File: config.mk
export PLATFORM = sky130hd
export DESIGN_NAME = calc_cmd_seq
export DESIGN_NICKNAME = d
export VERILOG_FILES = /design/src/rtl/calc_cmd_seq.sv
export SDC_FILE = /design/constraint.sdc
export NUM_CORES = 1
export LEC_CHECK = 0
export CORE_UTILIZATION = 40
export CTS_BUF_LIST = sky130_fd_sc_hd__clkbuf_8
export DETAILED_ROUTE_END_ITERATION = 10
export DONT_BUFFER_PORTS = 1
export PLACE_DENSITY = 0.56
export SYNTH_ARGS = -nofsm -noshare
export SYNTH_HDL_FRONTEND = slang
export SYNTH_SLANG_ARGS = --single-unit
export TNS_END_PERCENT = 50
File: constraint.sdc
create_clock -name clock -period 2.4 [get_ports clock]
set_clock_uncertainty 0.15 [all_clocks]
set_input_delay 0.48 -clock clock [delete_from_list [all_inputs] [get_ports clock]]
set_output_delay 0.48 -clock clock [all_outputs]
set_load 0.05 [all_outputs]
File: src/rtl/calc_cmd_seq.sv
`default_nettype none
// ============================================================================
// Module      : calc_cmd_seq
// Description : Buffers calculator key codes in a small FIFO and plays them
//               into calc_top's cmd input with fixed hold/gap timing, gated
//               by calc_top's busy status, with error/timeout flush.
// Revision    : 1.0 - initial release
// ============================================================================
module calc_cmd_seq #(
    parameter int         DEPTH       = 4,
    parameter int         HOLD_CYCLES = 5,
    parameter int         GAP_CYCLES  = 2,
    parameter int         TIMEOUT     = 255,
    parameter logic [3:0] IDLE_CMD    = 4'b1111
) (
    input  logic                     clock,
    input  logic                     reset,
    input  logic [3:0]               cmd_in,
    input  logic                     cmd_valid,
    output logic                     cmd_ready,
    input  logic [1:0]               calc_status,
    output logic [3:0]               cmd_out,
    output logic                     seq_busy,
    output logic                     err,
    output logic                     tmo,
    input  logic                     err_clr,
    output logic [$clog2(DEPTH):0]   fill
);

    localparam int c_aw = $clog2(DEPTH);
    localparam int c_cw = $clog2(((HOLD_CYCLES > GAP_CYCLES) ? HOLD_CYCLES : GAP_CYCLES) + 1);
    localparam int c_tw = $clog2(TIMEOUT + 1);
    localparam logic [c_aw:0]   c_depth    = (c_aw + 1)'(DEPTH);
    localparam logic [c_cw-1:0] c_hold_ld  = c_cw'(HOLD_CYCLES - 1);
    localparam logic [c_cw-1:0] c_gap_ld   = c_cw'(GAP_CYCLES - 1);
    localparam logic [c_tw-1:0] c_tmo_last = c_tw'(TIMEOUT - 1);

    typedef enum logic [2:0] {
        S_IDLE  = 3'd0,
        S_DRIVE = 3'd1,
        S_GAP   = 3'd2,
        S_WAIT  = 3'd3,
        S_ERR   = 3'd4
    } state_t;

    state_t            r_state;
    state_t            w_state_nxt;
    logic [3:0]        r_mem [DEPTH];
    logic [c_aw-1:0]   r_wr_ptr;
    logic [c_aw-1:0]   r_rd_ptr;
    logic [c_aw:0]     r_fill;
    logic [3:0]        r_cmd;
    logic [c_cw-1:0]   r_cnt;
    logic [c_tw-1:0]   r_tcnt;
    logic              r_err;
    logic              r_tmo;

    logic [3:0]        w_cmd_nxt;
    logic [c_cw-1:0]   w_cnt_nxt;
    logic [c_tw-1:0]   w_tcnt_nxt;
    logic              w_push;
    logic              w_pop;
    logic              w_flush;
    logic              w_err_set;
    logic              w_tmo_set;
    logic              w_clr;
    logic              w_has_cmd;

    assign cmd_ready = (r_fill < c_depth) && (r_state != S_ERR);
    assign w_push    = cmd_valid && cmd_ready;
    assign w_has_cmd = (r_fill != '0);

    always_ff @(posedge clock or negedge reset) begin
        if (!reset) begin
            r_state <= S_IDLE;
        end else begin
            r_state <= w_state_nxt;
        end
    end

    always_comb begin
        w_state_nxt = r_state;
        w_cmd_nxt   = r_cmd;
        w_cnt_nxt   = r_cnt;
        w_tcnt_nxt  = r_tcnt;
        w_pop       = 1'b0;
        w_flush     = 1'b0;
        w_err_set   = 1'b0;
        w_tmo_set   = 1'b0;
        w_clr       = 1'b0;
        case (r_state)
            S_IDLE: begin
                w_cmd_nxt = IDLE_CMD;
                if (w_has_cmd && (calc_status == 2'b00)) begin
                    w_pop       = 1'b1;
                    w_cmd_nxt   = r_mem[r_rd_ptr];
                    w_cnt_nxt   = c_hold_ld;
                    w_state_nxt = S_DRIVE;
                end
            end
            S_DRIVE: begin
                if (r_cnt == '0) begin
                    w_cmd_nxt   = IDLE_CMD;
                    w_cnt_nxt   = c_gap_ld;
                    w_state_nxt = S_GAP;
                end else begin
                    w_cnt_nxt = r_cnt - 1'b1;
                end
            end
            S_GAP: begin
                if (r_cnt == '0) begin
                    w_tcnt_nxt  = '0;
                    w_state_nxt = S_WAIT;
                end else begin
                    w_cnt_nxt = r_cnt - 1'b1;
                end
            end
            S_WAIT: begin
                if (calc_status[1]) begin
                    w_err_set   = 1'b1;
                    w_flush     = 1'b1;
                    w_state_nxt = S_ERR;
                end else if (calc_status == 2'b00) begin
                    // The ready decision here doubles as IDLE's issue slot, so
                    // back-to-back codes are HOLD+GAP+1 cycles apart.
                    if (w_has_cmd) begin
                        w_pop       = 1'b1;
                        w_cmd_nxt   = r_mem[r_rd_ptr];
                        w_cnt_nxt   = c_hold_ld;
                        w_state_nxt = S_DRIVE;
                    end else begin
                        w_state_nxt = S_IDLE;
                    end
                end else if (r_tcnt == c_tmo_last) begin
                    w_tmo_set   = 1'b1;
                    w_flush     = 1'b1;
                    w_state_nxt = S_ERR;
                end else begin
                    w_tcnt_nxt = r_tcnt + 1'b1;
                end
            end
            S_ERR: begin
                w_cmd_nxt = IDLE_CMD;
                if (err_clr) begin
                    w_clr       = 1'b1;
                    w_state_nxt = S_IDLE;
                end
            end
            default: begin
                w_cmd_nxt   = IDLE_CMD;
                w_state_nxt = S_IDLE;
            end
        endcase
    end

    always_ff @(posedge clock or negedge reset) begin
        if (!reset) begin
            r_cmd    <= IDLE_CMD;
            r_cnt    <= '0;
            r_tcnt   <= '0;
            r_err    <= 1'b0;
            r_tmo    <= 1'b0;
            r_wr_ptr <= '0;
            r_rd_ptr <= '0;
            r_fill   <= '0;
        end else begin
            r_cmd  <= w_cmd_nxt;
            r_cnt  <= w_cnt_nxt;
            r_tcnt <= w_tcnt_nxt;
            if (w_clr) begin
                r_err <= 1'b0;
                r_tmo <= 1'b0;
            end else begin
                if (w_err_set) r_err <= 1'b1;
                if (w_tmo_set) r_tmo <= 1'b1;
            end
            // Entering ERR discards everything, including a same-cycle push.
            if (w_flush) begin
                r_wr_ptr <= '0;
                r_rd_ptr <= '0;
                r_fill   <= '0;
            end else begin
                if (w_push) r_wr_ptr <= r_wr_ptr + 1'b1;
                if (w_pop)  r_rd_ptr <= r_rd_ptr + 1'b1;
                case ({w_push, w_pop})
                    2'b10:   r_fill <= r_fill + 1'b1;
                    2'b01:   r_fill <= r_fill - 1'b1;
                    default: r_fill <= r_fill;
                endcase
            end
        end
    end

    always_ff @(posedge clock) begin
        if (w_push && !w_flush) begin
            r_mem[r_wr_ptr] <= cmd_in;
        end
    end

    assign cmd_out  = r_cmd;
    assign err      = r_err;
    assign tmo      = r_tmo;
    assign fill     = r_fill;
    assign seq_busy = (r_state != S_IDLE) || w_has_cmd;

endmodule
`default_nettype wire
==> qor.yml <==
cells_and_area:
  seqCellArea_mm2: 0.00116
  syn_to_final_growth_pct: 12.4
  nets: 233
  n_fill_cell: 524
  finalNonFillerCells: 287
  multi_input_comb_area_mm2: 0.00106
  antenna_cells: 0
  drive_gt1_share_pct: 19.1
critical_path:
  cp_max_fo: 11
  cp-start-kind: "flip-flop"
  crit_required_ns: 1.77
  worst_ep_arrival_time_ns: 1.67
  worst_setup_path_end_kind: "output pin"
  critPathKind: "reg -> out"
global_routing:
  grt_pass1_wl_um: 8190
  grt_max_degree: 28
  antenna_found_initial: 0
  overflow: 0
  grt_usage_pct: 18.0
  grt_pass1_vias: 1605
cts:
  clkSlewWorstSetupHoldPaths_ns: 0.09
  clk_path_buf_depth: 2
  cts_tree: "yes"
  clockRootBuffer: "clkbuf_8"
  cts.sinks: 43
  numCtsBuffers: 5
  clk_latency_ns: 0.29
  cts_resized: 0
  htreeDepth: 2
timing:
  tightest_slew_ns: 0.543
  setup_tns_ns: 0
  grt_setup_unrepaired: "false"
  finalCritPeriodShare_pct: 95.9
  hold_violations: 0
  fmax_ghz: 0.434
  period_minus_slack_ns: 2.30
  slew_headroom_pct: 63.8
  slew_viol_final: 0
  final-setup-viol-count: 0
floorplan:
  initial_core_util_pct: 41.5
  io_pins: 21
  rows: 27
  die_h_um: 77.6
  core_area_mm2: 0.00551
  fp.dieW_um: 77.6
  dieArea_mm2: 0.00602
logic_synthesis:
  yosys-top-cells-area: "dfrtp_1 25%, edfxtp_1 21%, dfstp_2 4.6%, ha_1 4.4%, mux4_2 3.9%"
  async_reset_ff_share_pct: 62.8
  synth-edff-count: 16
  synth_top_area_share_pct: 25.2
  synth_nets: 218
  synth_area_per_cell_um2: 11.5
  yosysTopAreaCell: "dfrtp_1"
  ys_ff_latch: 43
  synth_area_mm2: 0.00229
  synth_common_cells: "23 x dfrtp_1, 16 x edfxtp_1, 15 x o21ai_0, 11 x inv_1, 10 x a21oi_1"
  synth-seq-area-share_pct: 50.8
  ys_types: 49
  ys.flop_type: "dfrtp_1"
  synth_cells: 199
  synthMostInstantiatedCell: "dfrtp_1"
  yosys_warnings: 0
route:
  first_iter_violations: 119
  postRouteAntennaNets: 0
  wl_per_cell_um: 16.9
  vias_per_cell: 5.64
  drc_errors: 0
  routed_wl_um: 4860
  vias: 1620
  dr.pass1.iters: 4
placement:
  port_buffers: 0
  dp_hpwl_um: 3780
  place_congestion: 0.908
  dp.cells: 277
pwr:
  p_per_area_mw_per_mm2: 1180
  ir_drop_mv: 0.759
  finalPower_mw: 3.04
  leakagePower_nw: 1.04
worst_hold_path:
  worstHoldPathType: "in -> reg"
status:
  outcome: "finished clean"
flow_run:
  drv_cap: 0
final timing paths:
kind / start / endpoint / slack [ns] / cells past startpoint
setup / recovery: r_state[1] / cmd_ready / 0.1 / 5
setup reg to reg: r_state[1] / fill[1] / 0.20 / 6
hold reg to reg: r_cnt[0] / r_cnt[0] / 0.39 / 1
hold / removal: err_clr / tmo / 0.11 / 1
min in group asynchronous: reset / r_tcnt[7] / 0.48 / 2
max in group asynchronous: reset / cmd_out[3] / 1.38 / 2
state kept, by name, summed over array words and instances (netlist names):
register,cells
r_tcnt,8
fill,3
r_cnt,3
err,1
r_rd_ptr,2
r_mem,16
r_state,3
cmd_out,4
r_wr_ptr,2
tmo,1
what timing repair did:
action,in CTS,in global routing
setup endpoints to repair,0,0
endpoints found under the hold margin,27,0
setup buffers,0,0
hold buffers,2,0
critical path: stages, from the launching register on:
cell	delay (ns)
dfrtp_1	0.42
buf_4	0.19
nor2_1	0.32
and2_1	0.21
nor2_1	0.05
buf_4	0.19
power breakdown:
group / switching (mW) / total [mW] / leakage, nW / internal, mW
Clock: 0.246 / 0.446 / 0.0453 / 0.199
Sequential: 0.288 / 1.29 / 0.471 / 1.01
Combinational: 0.745 / 1.30 / 0.526 / 0.554
stage by stage:
step,util [%],area [µm²],worst slack [ns],hold slack (ns)
global placement,44.6,2450,0.144,0.0352
global route,46.6,2570,0.0282,0.104
floorplan,-,2300,0.0748,0.0344
detailed placement,44.6,2450,0.0609,0.0351
finish,46.6,2570,0.0978,0.109
CTS,46.6,2570,0.0963,0.106
area by class of cell:
| class | instances | area share [%] |
|---|---|---|
| sequential | 43 | 45.3 |
| multi-input combinational | 138 | 41.3 |
| timing repair buffer | 15 | 4.97 |
| tap | 72 | 3.51 |
| clock buffer | 5 | 2.68 |
| inverter | 11 | 1.61 |
| clock inverter | 3 | 0.633 |
cell families (layout without fill, tap and decap cells):
family                     Yosys count  count (layout)  synth area share [%]
buffers and inverters               18              34                  3.12
xor gates and xnor gates             4               4                  1.86
AOI/OAI and AO/OA                   54              54                  15.7
DFF                                 43              43                  50.8
muxes                               11              11                  7.01
and+or+nand+nor                     60              60                  16.3
adders and majority gates            9               9                  5.25
placed cells by master, fill, tap and decap left out, drive strengths merged, types with 5 or more instances in the layout:
master,n
a21oi,10
nand2,8
edfxtp,16
nor2,8
mux2i,7
inv,12
o21ai,15
ha,8
o31ai,5
and3,7
nor2b,5
clkbuf,5
buf,14
dfrtp,23
routing by layer:
layer / global-route usage [%] / wire length [µm] / part of all wire (%)
met4: 4.53 / 43 / 0.88
met3: 4.82 / 206 / 4.2
met5: 0 / 0 / 0
met1: 23.9 / 2240 / 46
met2: 29.0 / 2370 / 49
Power figures use the tool's default switching activity.
